--- config.mk ---
export PLATFORM = sky130hd
export DESIGN_NAME = mc_main_control
export DESIGN_NICKNAME = d
export VERILOG_FILES = /design/src/rtl/mc_ctrl_pkg.sv /design/src/rtl/mc_ctrl_decode.sv /design/src/rtl/mc_main_control.sv
export SDC_FILE = /design/constraint.sdc
export NUM_CORES = 1
export LEC_CHECK = 0
export CORE_MARGIN = 2
export CORE_UTILIZATION = 33
export DETAILED_ROUTE_END_ITERATION = 6
export GPL_ROUTABILITY_DRIVEN = 0
export PLACE_DENSITY = 0.78
export SLEW_MARGIN = 20
export SYNTH_ARGS = -nofsm -noshare
export SYNTH_HDL_FRONTEND = slang
export SYNTH_SLANG_ARGS = --single-unit
--- constraint.sdc ---
create_clock -name clk -period 4 [get_ports clk]
set_clock_uncertainty 0.1 [all_clocks]
set_input_delay 0.8 -clock clk [delete_from_list [all_inputs] [get_ports clk]]
set_output_delay 0.8 -clock clk [all_outputs]
set_load 0.05 [all_outputs]
--- src/rtl/mc_ctrl_pkg.sv ---
// mc_ctrl_pkg: shared constants for the multi-cycle MIPS main control.
// Opcodes, state encodings, ALUop codes, alu_src_b and pc_source selects.
// Build option MC_ADDI_EN adds the ADDI_EX / ADDI_WB states.
package mc_ctrl_pkg;

  localparam logic [5:0] OP_RTYPE = 6'b000000;
  localparam logic [5:0] OP_LW    = 6'b100011;
  localparam logic [5:0] OP_SW    = 6'b101011;
  localparam logic [5:0] OP_BEQ   = 6'b000100;
  localparam logic [5:0] OP_J     = 6'b000010;
  localparam logic [5:0] OP_ADDI  = 6'b001000;

  typedef enum logic [3:0] {
    ST_FETCH    = 4'd0,
    ST_DECODE   = 4'd1,
    ST_MEM_ADDR = 4'd2,
    ST_MEM_RD   = 4'd3,
    ST_MEM_WB   = 4'd4,
    ST_MEM_WR   = 4'd5,
    ST_EXEC     = 4'd6,
    ST_R_WB     = 4'd7,
    ST_BRANCH   = 4'd8,
`ifdef MC_ADDI_EN
    ST_JUMP     = 4'd9,
    ST_ADDI_EX  = 4'd10,
    ST_ADDI_WB  = 4'd11
`else
    ST_JUMP     = 4'd9
`endif
  } state_t;

  localparam logic [1:0] ALU_ADD   = 2'b00;
  localparam logic [1:0] ALU_SUB   = 2'b01;
  localparam logic [1:0] ALU_FUNCT = 2'b10;

  localparam logic [1:0] SRCB_B      = 2'b00;
  localparam logic [1:0] SRCB_FOUR   = 2'b01;
  localparam logic [1:0] SRCB_IMM    = 2'b10;
  localparam logic [1:0] SRCB_IMM_SH = 2'b11;

  localparam logic [1:0] PCSRC_ALU    = 2'b00;
  localparam logic [1:0] PCSRC_ALUOUT = 2'b01;
  localparam logic [1:0] PCSRC_JUMP   = 2'b10;

  // States that hold until the memory signals mem_ready.
  function automatic logic is_wait_state(input logic [3:0] s);
    return (s == ST_FETCH) || (s == ST_MEM_RD) || (s == ST_MEM_WR);
  endfunction

endpackage

--- src/rtl/mc_ctrl_decode.sv ---
// mc_ctrl_decode: combinational control decode for the main control FSM.
// Inputs : state (current state), opcode (IR[31:26]), mem_ready.
// Outputs: every datapath enable/select, illegal_op, next_state.
// Build option MC_ADDI_EN decodes opcode 001000 into ADDI_EX/ADDI_WB;
// without it that opcode is reported as illegal.
module mc_ctrl_decode
  import mc_ctrl_pkg::*;
(
  input  logic [3:0] state,
  input  logic [5:0] opcode,
  input  logic       mem_ready,
  output logic       pc_write,
  output logic       pc_write_cond,
  output logic       i_or_d,
  output logic       mem_read,
  output logic       mem_write,
  output logic       mem_to_reg,
  output logic       ir_write,
  output logic [1:0] pc_source,
  output logic [1:0] alu_op,
  output logic       alu_src_a,
  output logic [1:0] alu_src_b,
  output logic       reg_write,
  output logic       reg_dst,
  output logic       illegal_op,
  output logic [3:0] next_state
);

  always_comb begin
    pc_write      = 1'b0;
    pc_write_cond = 1'b0;
    i_or_d        = 1'b0;
    mem_read      = 1'b0;
    mem_write     = 1'b0;
    mem_to_reg    = 1'b0;
    ir_write      = 1'b0;
    pc_source     = PCSRC_ALU;
    alu_op        = ALU_ADD;
    alu_src_a     = 1'b0;
    alu_src_b     = SRCB_B;
    reg_write     = 1'b0;
    reg_dst       = 1'b0;
    illegal_op    = 1'b0;
    next_state    = ST_FETCH;

    case (state)
      ST_FETCH: begin
        mem_read   = 1'b1;
        alu_src_b  = SRCB_FOUR;
        ir_write   = mem_ready;
        pc_write   = mem_ready;
        next_state = mem_ready ? ST_DECODE : ST_FETCH;
      end
      ST_DECODE: begin
        alu_src_b = SRCB_IMM_SH;
        case (opcode)
          OP_RTYPE:     next_state = ST_EXEC;
          OP_LW, OP_SW: next_state = ST_MEM_ADDR;
          OP_BEQ:       next_state = ST_BRANCH;
          OP_J:         next_state = ST_JUMP;
`ifdef MC_ADDI_EN
          OP_ADDI:      next_state = ST_ADDI_EX;
`endif
          default:      illegal_op = 1'b1;
        endcase
      end
      ST_MEM_ADDR: begin
        alu_src_a  = 1'b1;
        alu_src_b  = SRCB_IMM;
        next_state = (opcode == OP_SW) ? ST_MEM_WR : ST_MEM_RD;
      end
      ST_MEM_RD: begin
        mem_read   = 1'b1;
        i_or_d     = 1'b1;
        next_state = mem_ready ? ST_MEM_WB : ST_MEM_RD;
      end
      ST_MEM_WB: begin
        reg_write  = 1'b1;
        mem_to_reg = 1'b1;
      end
      ST_MEM_WR: begin
        mem_write  = 1'b1;
        i_or_d     = 1'b1;
        next_state = mem_ready ? ST_FETCH : ST_MEM_WR;
      end
      ST_EXEC: begin
        alu_src_a  = 1'b1;
        alu_op     = ALU_FUNCT;
        next_state = ST_R_WB;
      end
      ST_R_WB: begin
        reg_write = 1'b1;
        reg_dst   = 1'b1;
      end
      ST_BRANCH: begin
        alu_src_a     = 1'b1;
        alu_op        = ALU_SUB;
        pc_write_cond = 1'b1;
        pc_source     = PCSRC_ALUOUT;
      end
      ST_JUMP: begin
        pc_write  = 1'b1;
        pc_source = PCSRC_JUMP;
      end
`ifdef MC_ADDI_EN
      ST_ADDI_EX: begin
        alu_src_a  = 1'b1;
        alu_src_b  = SRCB_IMM;
        next_state = ST_ADDI_WB;
      end
      ST_ADDI_WB: begin
        reg_write = 1'b1;
      end
`endif
      default: ;
    endcase
  end

endmodule

--- src/rtl/mc_main_control.sv ---
// mc_main_control: multi-cycle MIPS main control FSM (fetch, decode,
// execute, memory, writeback) driving datapath enables and mux selects.
// Holds the state register and the 8-bit memory wait timeout counter;
// decode of outputs/next state lives in mc_ctrl_decode.
// Ports: clk, rst_n (async active-low), opcode, mem_ready in;
//   pc_write, pc_write_cond, i_or_d, mem_read, mem_write, mem_to_reg,
//   ir_write, pc_source, alu_op, alu_src_a, alu_src_b, reg_write, reg_dst,
//   illegal_op, mem_timeout, state out.
// Parameter MEM_TIMEOUT: wait cycles before abort, 0 disables (0..255).
// Build option MC_ADDI_EN enables the ADDI states 10/11.
//
// state | meaning
// ------+---------------------------------------------
//   0   | FETCH    read instruction, PC+4 (wait state)
//   1   | DECODE   register read, branch target calc
//   2   | MEM_ADDR effective address for lw/sw
//   3   | MEM_RD   data read (wait state)
//   4   | MEM_WB   write MDR to rt
//   5   | MEM_WR   data write (wait state)
//   6   | EXEC     R-type ALU operation
//   7   | R_WB     write ALUOut to rd
//   8   | BRANCH   beq compare and conditional PC load
//   9   | JUMP     PC load from jump target
//  10   | ADDI_EX  immediate add (MC_ADDI_EN only)
//  11   | ADDI_WB  write ALUOut to rt (MC_ADDI_EN only)
module mc_main_control
  import mc_ctrl_pkg::*;
#(
  parameter int MEM_TIMEOUT = 0
) (
  input  logic       clk,
  input  logic       rst_n,
  input  logic [5:0] opcode,
  input  logic       mem_ready,
  output logic       pc_write,
  output logic       pc_write_cond,
  output logic       i_or_d,
  output logic       mem_read,
  output logic       mem_write,
  output logic       mem_to_reg,
  output logic       ir_write,
  output logic [1:0] pc_source,
  output logic [1:0] alu_op,
  output logic       alu_src_a,
  output logic [1:0] alu_src_b,
  output logic       reg_write,
  output logic       reg_dst,
  output logic       illegal_op,
  output logic       mem_timeout,
  output logic [3:0] state
);

  localparam bit         TO_EN   = (MEM_TIMEOUT > 0);
  localparam logic [7:0] TO_LAST = 8'(MEM_TIMEOUT - 1);

  logic [3:0] state_q;
  logic [3:0] dec_next;
  logic [7:0] wait_cnt;
  logic       in_wait;
  logic       timeout_hit;
  logic       d_pc_write, d_pc_write_cond, d_mem_read, d_mem_write;
  logic       d_ir_write, d_reg_write, d_illegal_op;

  mc_ctrl_decode u_decode (
    .state        (state_q),
    .opcode       (opcode),
    .mem_ready    (mem_ready),
    .pc_write     (d_pc_write),
    .pc_write_cond(d_pc_write_cond),
    .i_or_d       (i_or_d),
    .mem_read     (d_mem_read),
    .mem_write    (d_mem_write),
    .mem_to_reg   (mem_to_reg),
    .ir_write     (d_ir_write),
    .pc_source    (pc_source),
    .alu_op       (alu_op),
    .alu_src_a    (alu_src_a),
    .alu_src_b    (alu_src_b),
    .reg_write    (d_reg_write),
    .reg_dst      (reg_dst),
    .illegal_op   (d_illegal_op),
    .next_state   (dec_next)
  );

  assign in_wait     = is_wait_state(state_q);
  // mem_ready wins over the timeout in the same cycle.
  assign timeout_hit = TO_EN && in_wait && !mem_ready && (wait_cnt == TO_LAST);

  // State resets to FETCH, which would request a read; gating with rst_n
  // keeps every enable quiet for as long as reset is held.
  assign pc_write      = d_pc_write      & rst_n;
  assign pc_write_cond = d_pc_write_cond & rst_n;
  assign mem_read      = d_mem_read      & rst_n;
  assign mem_write     = d_mem_write     & rst_n;
  assign ir_write      = d_ir_write      & rst_n;
  assign reg_write     = d_reg_write     & rst_n;
  assign illegal_op    = d_illegal_op    & rst_n;
  assign mem_timeout   = timeout_hit     & rst_n;
  assign state         = state_q;

  // Counter runs only while stalled in a wait state; any transition
  // (entering, leaving or aborting) clears it.
  always_ff @(posedge clk or negedge rst_n) begin
    if (!rst_n) begin
      state_q  <= ST_FETCH;
      wait_cnt <= 8'd0;
    end else begin
      state_q  <= timeout_hit ? ST_FETCH : dec_next;
      wait_cnt <= (in_wait && !mem_ready && !timeout_hit) ? wait_cnt + 8'd1 : 8'd0;
    end
  end

endmodule

; ---- After elaboration in Yosys (flattened, before gate mapping)
; Index checks and enable logic that the tools add are counted.
[totals]
elab_cells = 50
in_bits = 9
register_bits = 4
output_inout_bits = 22
[classes]
n_eq_ne = 13
mux = 21
reduce_logical = 8
bitwise = 7
[ops]
columns = op, count
row1 = 4-bit one-hot mux with 6 select lines, 1
row2 = 4-bit by 3-bit == test with 1-bit output (second input constant), 4
row3 = 4-bit one-hot mux with 4 select lines, 1
row4 = 6-bit == test (second input constant), 2
row5 = 1-bit 2-to-1 mux, 12
row6 = 3-bit 2-to-1 mux, 3
row7 = 4-bit by 2-bit == test with 1-bit output (second input constant), 2
row8 = 4-bit == test (second input constant), 2
row9 = 2-bit one-hot mux with 2 select lines, 2
row10 = 2-bit OR reduction, 4
row11 = 1-bit AND, 7
row12 = 6-bit by 2-bit == test with 1-bit output (second input constant), 1
row13 = 6-bit by 3-bit == test with 1-bit output (second input constant), 1
row14 = 6-bit logical NOT, 1
row15 = 2-bit one-hot mux with 3 select lines, 1
row16 = 5-bit OR reduction, 1
row17 = 4-bit by 1-bit == test with 1-bit output (second input constant), 1
row18 = 4-bit logical NOT, 1
row19 = 3-bit OR reduction, 1
row20 = 1-bit one-hot mux with 2 select lines, 1

; ---- Longest topological paths before layout
; Gate-level depths: netlist (run 1).
[depth]
ltp_word = 5
depth_mapped = 5
depth_no_buf = 3

; ---- By module
; From an unflattened synthesis (run 1), not the netlist that was laid out.
[unflattened]
hier_cells = 82
hier_area_um2 = 604.3
[modules_own_cells]
columns = module, area_per_inst_um2, n_inst, cells_per_inst, seq_area_each_um2
row1 = mc_ctrl_decode, 449.2, 1, 69, 0.0
row2 = mc_main_control, 155.1, 1, 13, 100.1

; ---- Worst setup path after synthesis (run 1)
; OpenSTA, ideal clock, no wires.
[synth_path]
path_type = flip-flop to output port
from = register state_q[3], in the netlist state[3]
to = output port ir_write
path_stages_with_launch = 5
required_time_ns = 3.100
path_slack_ns = 0.422
n_path_buf = 1
arrival_time_ns = 2.678
cell_sequence = dfrtp_1 buf_2 nor2_4 nand2_1 nor4b_1
[synth_via]
elab_chain_len = 3
[synth_lines]
columns = item, line_no
row1 = start: declaration, mc_main_control.sv:56  ; logic [3:0] state_q;
row2 = start signal: assignment, mc_main_control.sv:108  ; state_q <= timeout_hit ? ST_FETCH : dec_next;
row3 = 4-bit logical NOT, mc_ctrl_decode.sv:46  ; case (state)
row4 = 1-bit 2-to-1 mux, mc_ctrl_decode.sv:46
row5 = 1-bit AND, mc_main_control.sv:95  ; assign ir_write = d_ir_write & rst_n;
row6 = end: declaration, mc_main_control.sv:41  ; output logic ir_write,
; Every way passes these cells.

; ---- Final worst setup path (run 1)
[layout_path]
from = input port opcode[1]
to = output port illegal_op
[layout_via]
elab_chain_len = 5
elab_cells_between_ends = 9
classes_between = 4 x eq/ne / 2 x mux / 1 x bitwise / 2 x reduce/logical
[layout_lines]
columns = item, line_no
row1 = start: declaration, mc_main_control.sv:33  ; input logic [5:0] opcode,
row2 = 6-bit == test (tied with other cells), mc_ctrl_decode.sv:56  ; case (opcode)
row3 = 5-bit OR reduction (no source line) *, --
row4 = 1-bit 2-to-1 mux *, mc_ctrl_decode.sv:56
row5 = 1-bit 2-to-1 mux *, mc_ctrl_decode.sv:46
row6 = 1-bit AND *, mc_main_control.sv:97  ; assign illegal_op = d_illegal_op & rst_n;
row7 = end: declaration, mc_main_control.sv:48  ; output logic illegal_op,
; Every way passes the cells marked *; elsewhere a longest branch is shown, timed or not.

==> results of run 1 <==
[worst min path at each step]
stage / from / to / slack [ns] / depth (start not counted)
6_report: state[3]$_DFF_PN0_ / state[0]$_DFF_PN0_ / 0.65 / 1
5_1_grt: rst_n / state[1]$_DFF_PN0_ / 0.72 / 1
4_1_cts: state[3]$_DFF_PN0_ / state[0]$_DFF_PN0_ / 0.66 / 1
3_5_place_dp: state[3]$_DFF_PN0_ / state[0]$_DFF_PN0_ / 0.65 / 1
3_3_place_gp: state[3]$_DFF_PN0_ / state[0]$_DFF_PN0_ / 0.65 / 1
2_1_floorplan: rst_n / state[0]$_DFF_PN0_ / 0.40 / 0
[cells in the final DEF (no fill, tap or decap), types with 2 or more instances in the layout]
cell type | netlist | layout
clkdlybuf4s50_1 | 0 | 29
nand2_1 | 5 | 5
nor3b_1 | 4 | 4
nand2b_1 | 2 | 2
nand4_1 | 2 | 2
nor2_1 | 6 | 6
nor3_1 | 5 | 5
a21oi_1 | 3 | 3
clkbuf_4 | 0 | 3
and3_1 | 2 | 2
xnor2_1 | 2 | 2
nor2b_1 | 2 | 2
dfrtp_1 | 4 | 4
nor4_1 | 3 | 3
[power by group through the flow]
stage | registers, mW | clock network [mW] | logic, mW
3_3_place_gp | 0.106 | 0 | 0.396
3_5_place_dp | 0.108 | 0 | 0.400
4_1_cts | 0.107 | 0.0536 | 0.401
5_1_grt | 0.115 | 0.0552 | 0.420
6_report | 0.106 | 0.0538 | 0.399
2_1_floorplan | 0.0982 | 0 | 0.321
[stage by stage]
step	area, µm²	power [mW]
3_3_place_gp	853	0.502
4_1_cts	876	0.561
3_5_place_dp	853	0.508
5_1_grt	876	0.590
6_report	876	0.559
2_1_floorplan	603	0.419
[final cells by class]
class	count	area [µm²]	share of cell area (%)
flip-flops and latches	4	100	11.4
well taps	25	31.3	3.57
inverters	1	3.75	0.429
clock buffers	3	22.5	2.57
multi-input cells	61	428	48.9
repair buffers	29	290	33.1
[worst reg2reg max path: cells and delay by family (launching register included)]
| family | cells | cell delay [ns] |
|---|---|---|
| DFF | 1 | 0.68 |
| and+or+nand+nor | 3 | 0.69 |
[logic make-up (layout without fill, tap and decap cells)]
kind of cell / count (synthesis) / after routing / synth area share [%]
compound gates: 10 / 10 / 13.1
xor+xnor: 2 / 2 / 2.91
buf+inv: 10 / 33 / 12.4
flops: 4 / 4 / 16.6
mux: 1 / 1 / 1.66
other cells: 1 / 1 / 0.622
simple gates: 47 / 47 / 52.7
[routing by layer]
| metal | up-vias | track usage, % | share of wire [%] |
|---|---|---|---|
| met5 | - | 0 | 0 |
| met4 | 0 | 7.22 | 2.0 |
| met3 | 5 | 1.92 | 4.7 |
| met2 | 20 | 25.6 | 50 |
| met1 | 299 | 17.7 | 43 |
| li1 | 321 | - | - |
==> metrics.yaml, run 1 <==
timing:
  hold-worst-slack_ns: 0.654
  slew_headroom_pct: 59.4
  rsz0062_at_grt: "no"
  fin_ws_ns: 0.337
  fin_crit_ns: 3.66
  max_freq_mhz: 273
  period_share_pct: 91.6
  report.final.slew_viol_count: 0
  worst_slew_pin_slew_ns: 0.609
  finalHoldViolations: 0
  setup_tns_ns: 0
  final-setup-viol-count: 0
worst_setup_path:
  path_common_cell: "clkdlybuf4s50_1"
  r2r_start: "state[0]$_DFF_PN0_"
  cp-endpoint: "illegal_op"
  critPathBufInv: 2
  setup.worst_path.end_class: "primary output"
  rr_endpoint: "state[3]$_DFF_PN0_"
  worst_r2r_path_depth: 3
  crit_required_ns: 3.10
  reg2reg_slack_ns: 2.43
  crit_arrival_ns: 2.76
  crit_path_max_incr_delay_ns: 0.70
  critPathMaxFanout: 4
  crit_cells: 5
  crit_family: "buffers and inverters"
  crit_path_top_delay_cell: "clkdlybuf4s50_1"
  cp_cell_sequence: "clkdlybuf4s50_1 -> nor4_1 -> o21ai_0 -> nor4b_2 -> clkdlybuf4s50_1"
  critPathLaunch: "opcode[1]"
  path_class: "primary input to primary output"
  crit_path_start_kind: "primary input"
synthesis:
  yosysWarnings: 0
  synth_edf_count: 0
  yosysTopAreaCell: "dfrtp_1"
  synth_cell_types: 42
  ys.flop_type: "dfrtp_1"
  synth_area_um2: 603
  synth_nets: 84
  synth-async-reset-ratio_pct: 100
  synthesis.instances: 75
  synth_most_common_cell: "nor2_1"
  yosys-top-cells-count: "nor2_1 (6), nand2_1 (5), nor3_1 (5)"
  ys_ff_latch: 4
  synth-seq-area-share_pct: 16.6
  yosys-top-cells-area: "dfrtp_1 (17%), buf_6 (5.6%), nor3b_1 (5.0%), nor3_1 (4.1%), buf_4 (3.7%)"
  synth_top_area_share_pct: 16.6
  syn_area_per_cell_um2: 8.04
routing:
  via_per_inst: 5.24
  drc: 0
  initialDrtViolationCount: 3
  ant_nets: 0
  routed-via-count: 645
  drt_wl_total_um: 1560
  firstDrtPassIters: 4
  wl_per_cell_um: 12.7
die:
  die_area_mm2: 0.00219
  die-height_um: 46.8
  start_util_pct: 34.9
  ios: 31
  rows: 15
  coreArea_mm2: 0.00173
  die_w_um: 46.8
placement:
  pre_cts_ws_ns: 0.366
  numPortBuffers: 29
  dpl.hpwl_um: 1160
  dpl.cell_count: 120
power:
  p_switching_mw: 0.328
  power.internal_mw: 0.231
  peakVddDrop_v: 0.000285
  clock_power_share_pct: 9.6
  p_leak_nw: 0.320
  seq_power_share_pct: 19.0
  pwr-share-comb_pct: 71.3
  powerDensity_mw_per_mm2: 638
  power_switching_share_pct: 58.7
clocking:
  clkTransAtPathRegs_ns: 0.04
  clk_latency_ns: 0.25
  cts-resized-gates: 0
  post-cts-setup-buffers: 0
  cts_buffers: 3
  clockBufferDepth: 2
  cts_tree: "yes"
  cts_max_level: 1
  hold_buffers: 0
  cts.sinks: 4
  cts_root_buf: "clkbuf_4"
finish:
  diodes: 0
  final.fill_count: 183
  fin_cells: 123
  syn2layout_area_growth_pct: 45.2
  fin_nets: 109
  largest_register_ffs: 4
  final_core_util_pct: 50.7
  drive_gt1_share_pct: 16.3
global_route:
  grt-ovfl-total: 0
  grt_usage_pct: 14.6
  grt_pass1_wl_um: 2280
  grt_pass1_vias: 541
  grt_max_degree: 21
  antenna_found_initial: 0
status:
  status: "finished clean"
worst_hold_path:
  hold_class: "register to register"
job:
  cap_viol_max_count: 0
Note: power is estimated with default switching activity, not from simulation.
==> run 2, diff against run 1 <==
- PLACE_DENSITY: 0.78 -> 0.8
- clock period: 4 -> 2.95 ns (I/O delays scaled with it)
==> run 2 against run 1 <==
Final area increased by 14%; largest power group unchanged; sequential share of layout area decreased by 1.4 points; combinational power increased by 58%; core utilization increased by 7.2 points.
==> metrics.yaml, run 2 (synthesis results as in run 1) <==
worst_setup_path:
  setup.worst_path.end_class: "primary output"
  crit_path_max_incr_delay_ns: 0.82
  crit_family: "buffers and inverters"
  path_class: "register to primary output"
  worst_r2r_path_depth: 3
  crit_required_ns: 2.26
  cp_cell_sequence: "nor3b_2 -> clkdlybuf4s50_1"
  crit_cells: 2
  critPathBufInv: 1
  crit_path_top_delay_cell: "clkdlybuf4s50_1"
  crit_path_start_kind: "register"
  critPathMaxFanout: 20
  crit_arrival_ns: 2.07
global_route:
  grt_max_degree: 21
  grt-ovfl-total: 0
  grt_pass1_vias: 592
  antenna_found_initial: 0
  grt_usage_pct: 16.4
  grt_pass1_wl_um: 2590
routing:
  drc: 0
  initialDrtViolationCount: 7
  firstDrtPassIters: 4
  wl_per_cell_um: 13.1
  ant_nets: 0
  via_per_inst: 5.21
  routed-via-count: 662
  drt_wl_total_um: 1670
worst_hold_path:
  hold_depth: 2
  hold_class: "register to register"
die:
  ios: 31
  rows: 15
  coreArea_mm2: 0.00173
  start_util_pct: 34.9
  die_w_um: 46.8
  die-height_um: 46.8
  die_area_mm2: 0.00219
timing:
  hold-worst-slack_ns: 0.561
  report.final.slew_viol_count: 0
  rsz0062_at_grt: "no"
  fin_crit_ns: 2.76
  finalHoldViolations: 0
  final-setup-viol-count: 0
  max_freq_mhz: 363
  slew_headroom_pct: 56.5
  period_share_pct: 93.4
  worst_slew_pin_slew_ns: 0.653
clocking:
  post-cts-setup-buffers: 0
  hold_buffers: 0
  cts-resized-gates: 0
  cts_tree: "yes"
  clkTransAtPathRegs_ns: 0.04
  cts_buffers: 3
  cts.sinks: 4
  clk_latency_ns: 0.23
  clockBufferDepth: 2
  cts_root_buf: "clkbuf_4"
  cts_max_level: 1
status:
  status: "finished clean"
finish:
  diodes: 0
  syn2layout_area_growth_pct: 65.8
  final_core_util_pct: 57.9
  layout_commonest_cell: "clkdlybuf4s50_1"
  largest_register_ffs: 4
  seq_area_um2: 100
  multi_input_area_um2: 457
  fin_nets: 113
  final_cell_mix: "clkdlybuf4s50_1 (20), buf_12 (7), nor2_1 (6), buf_4 (6), nand2_1 (5)"
  drive_gt1_share_pct: 33.3
  final.fill_count: 164
power:
  p_leak_nw: 0.386
  peakVddDrop_v: 0.000345
  powerDensity_mw_per_mm2: 829
job:
  cap_viol_max_count: 0
placement:
  numPortBuffers: 29
  dpl.hpwl_um: 1330
## run 2: changes by cell type in the layout (fill, tap and decap cells not counted), sizes merged
| cell | change |
|---|---|
| clkdlybuf4s50 | -9 |
| buf | +13 |
## run 2: where the power goes
group,internal [mW],leakage (nW),switching [mW]
clock network,0.0454,0.0138,0.0208
logic,0.247,0.318,0.384
registers,0.0690,0.0539,0.0627
total,0.361,0.386,0.468
## run 2: path summary, 6_finish.rpt
kind	end	slack [ns]	from
max in group asynchronous	state[3]$_DFF_PN0_	2.05	rst_n
worst min register to register	state[0]$_DFF_PN0_	0.56	state[3]$_DFF_PN0_
worst min-delay path	state[0]$_DFF_PN0_	0.56	state[3]$_DFF_PN0_
worst max-delay path	i_or_d	0.19	state[0]$_DFF_PN0_
worst max register to register	state[0]$_DFF_PN0_	1.32	state[0]$_DFF_PN0_
min in group asynchronous	state[1]$_DFF_PN0_	0.60	rst_n
## run 2: worst register-to-register path, cell delays in order, from the launching register on
cell and delay (ns):
dfrtp_1 0.75, nor2b_4 0.39, nand4_1 0.11, a21oi_1 0.20
## run 2: final cells by class
class / instances / share of cell area, %
Timing Repair Buffer: 33 / 38.5
Inverter: 1 / 0.375
Clock buffer: 3 / 2.25
Tap cell: 25 / 3.13
Multi-Input combinational cell: 61 / 45.7
Sequential cell: 4 / 10.0
## run 2: layer usage
metal,part of all wire [%],track usage (%)
met1,46,21.6
met4,0.36,6.67
met5,0,0
met2,50,27.8
met3,4.0,1.15
## run 2: metrics by stage
stage / std cells / TNS (ns) / worst slack (ns) / instance area (µm²) / power, mW
finish: 127 / 0 / 0.194 / 1000 / 0.829
global route: 127 / 0 / 0.107 / 1000 / 0.875
CTS: 127 / 0 / 0.195 / 1000 / 0.833
detailed placement: 124 / 0 / 0.297 / 977 / 0.764
global placement: 124 / 0 / 0.313 / 977 / 0.754
floorplan: 75 / -0.00242 / -0.00242 / 632 / 0.583
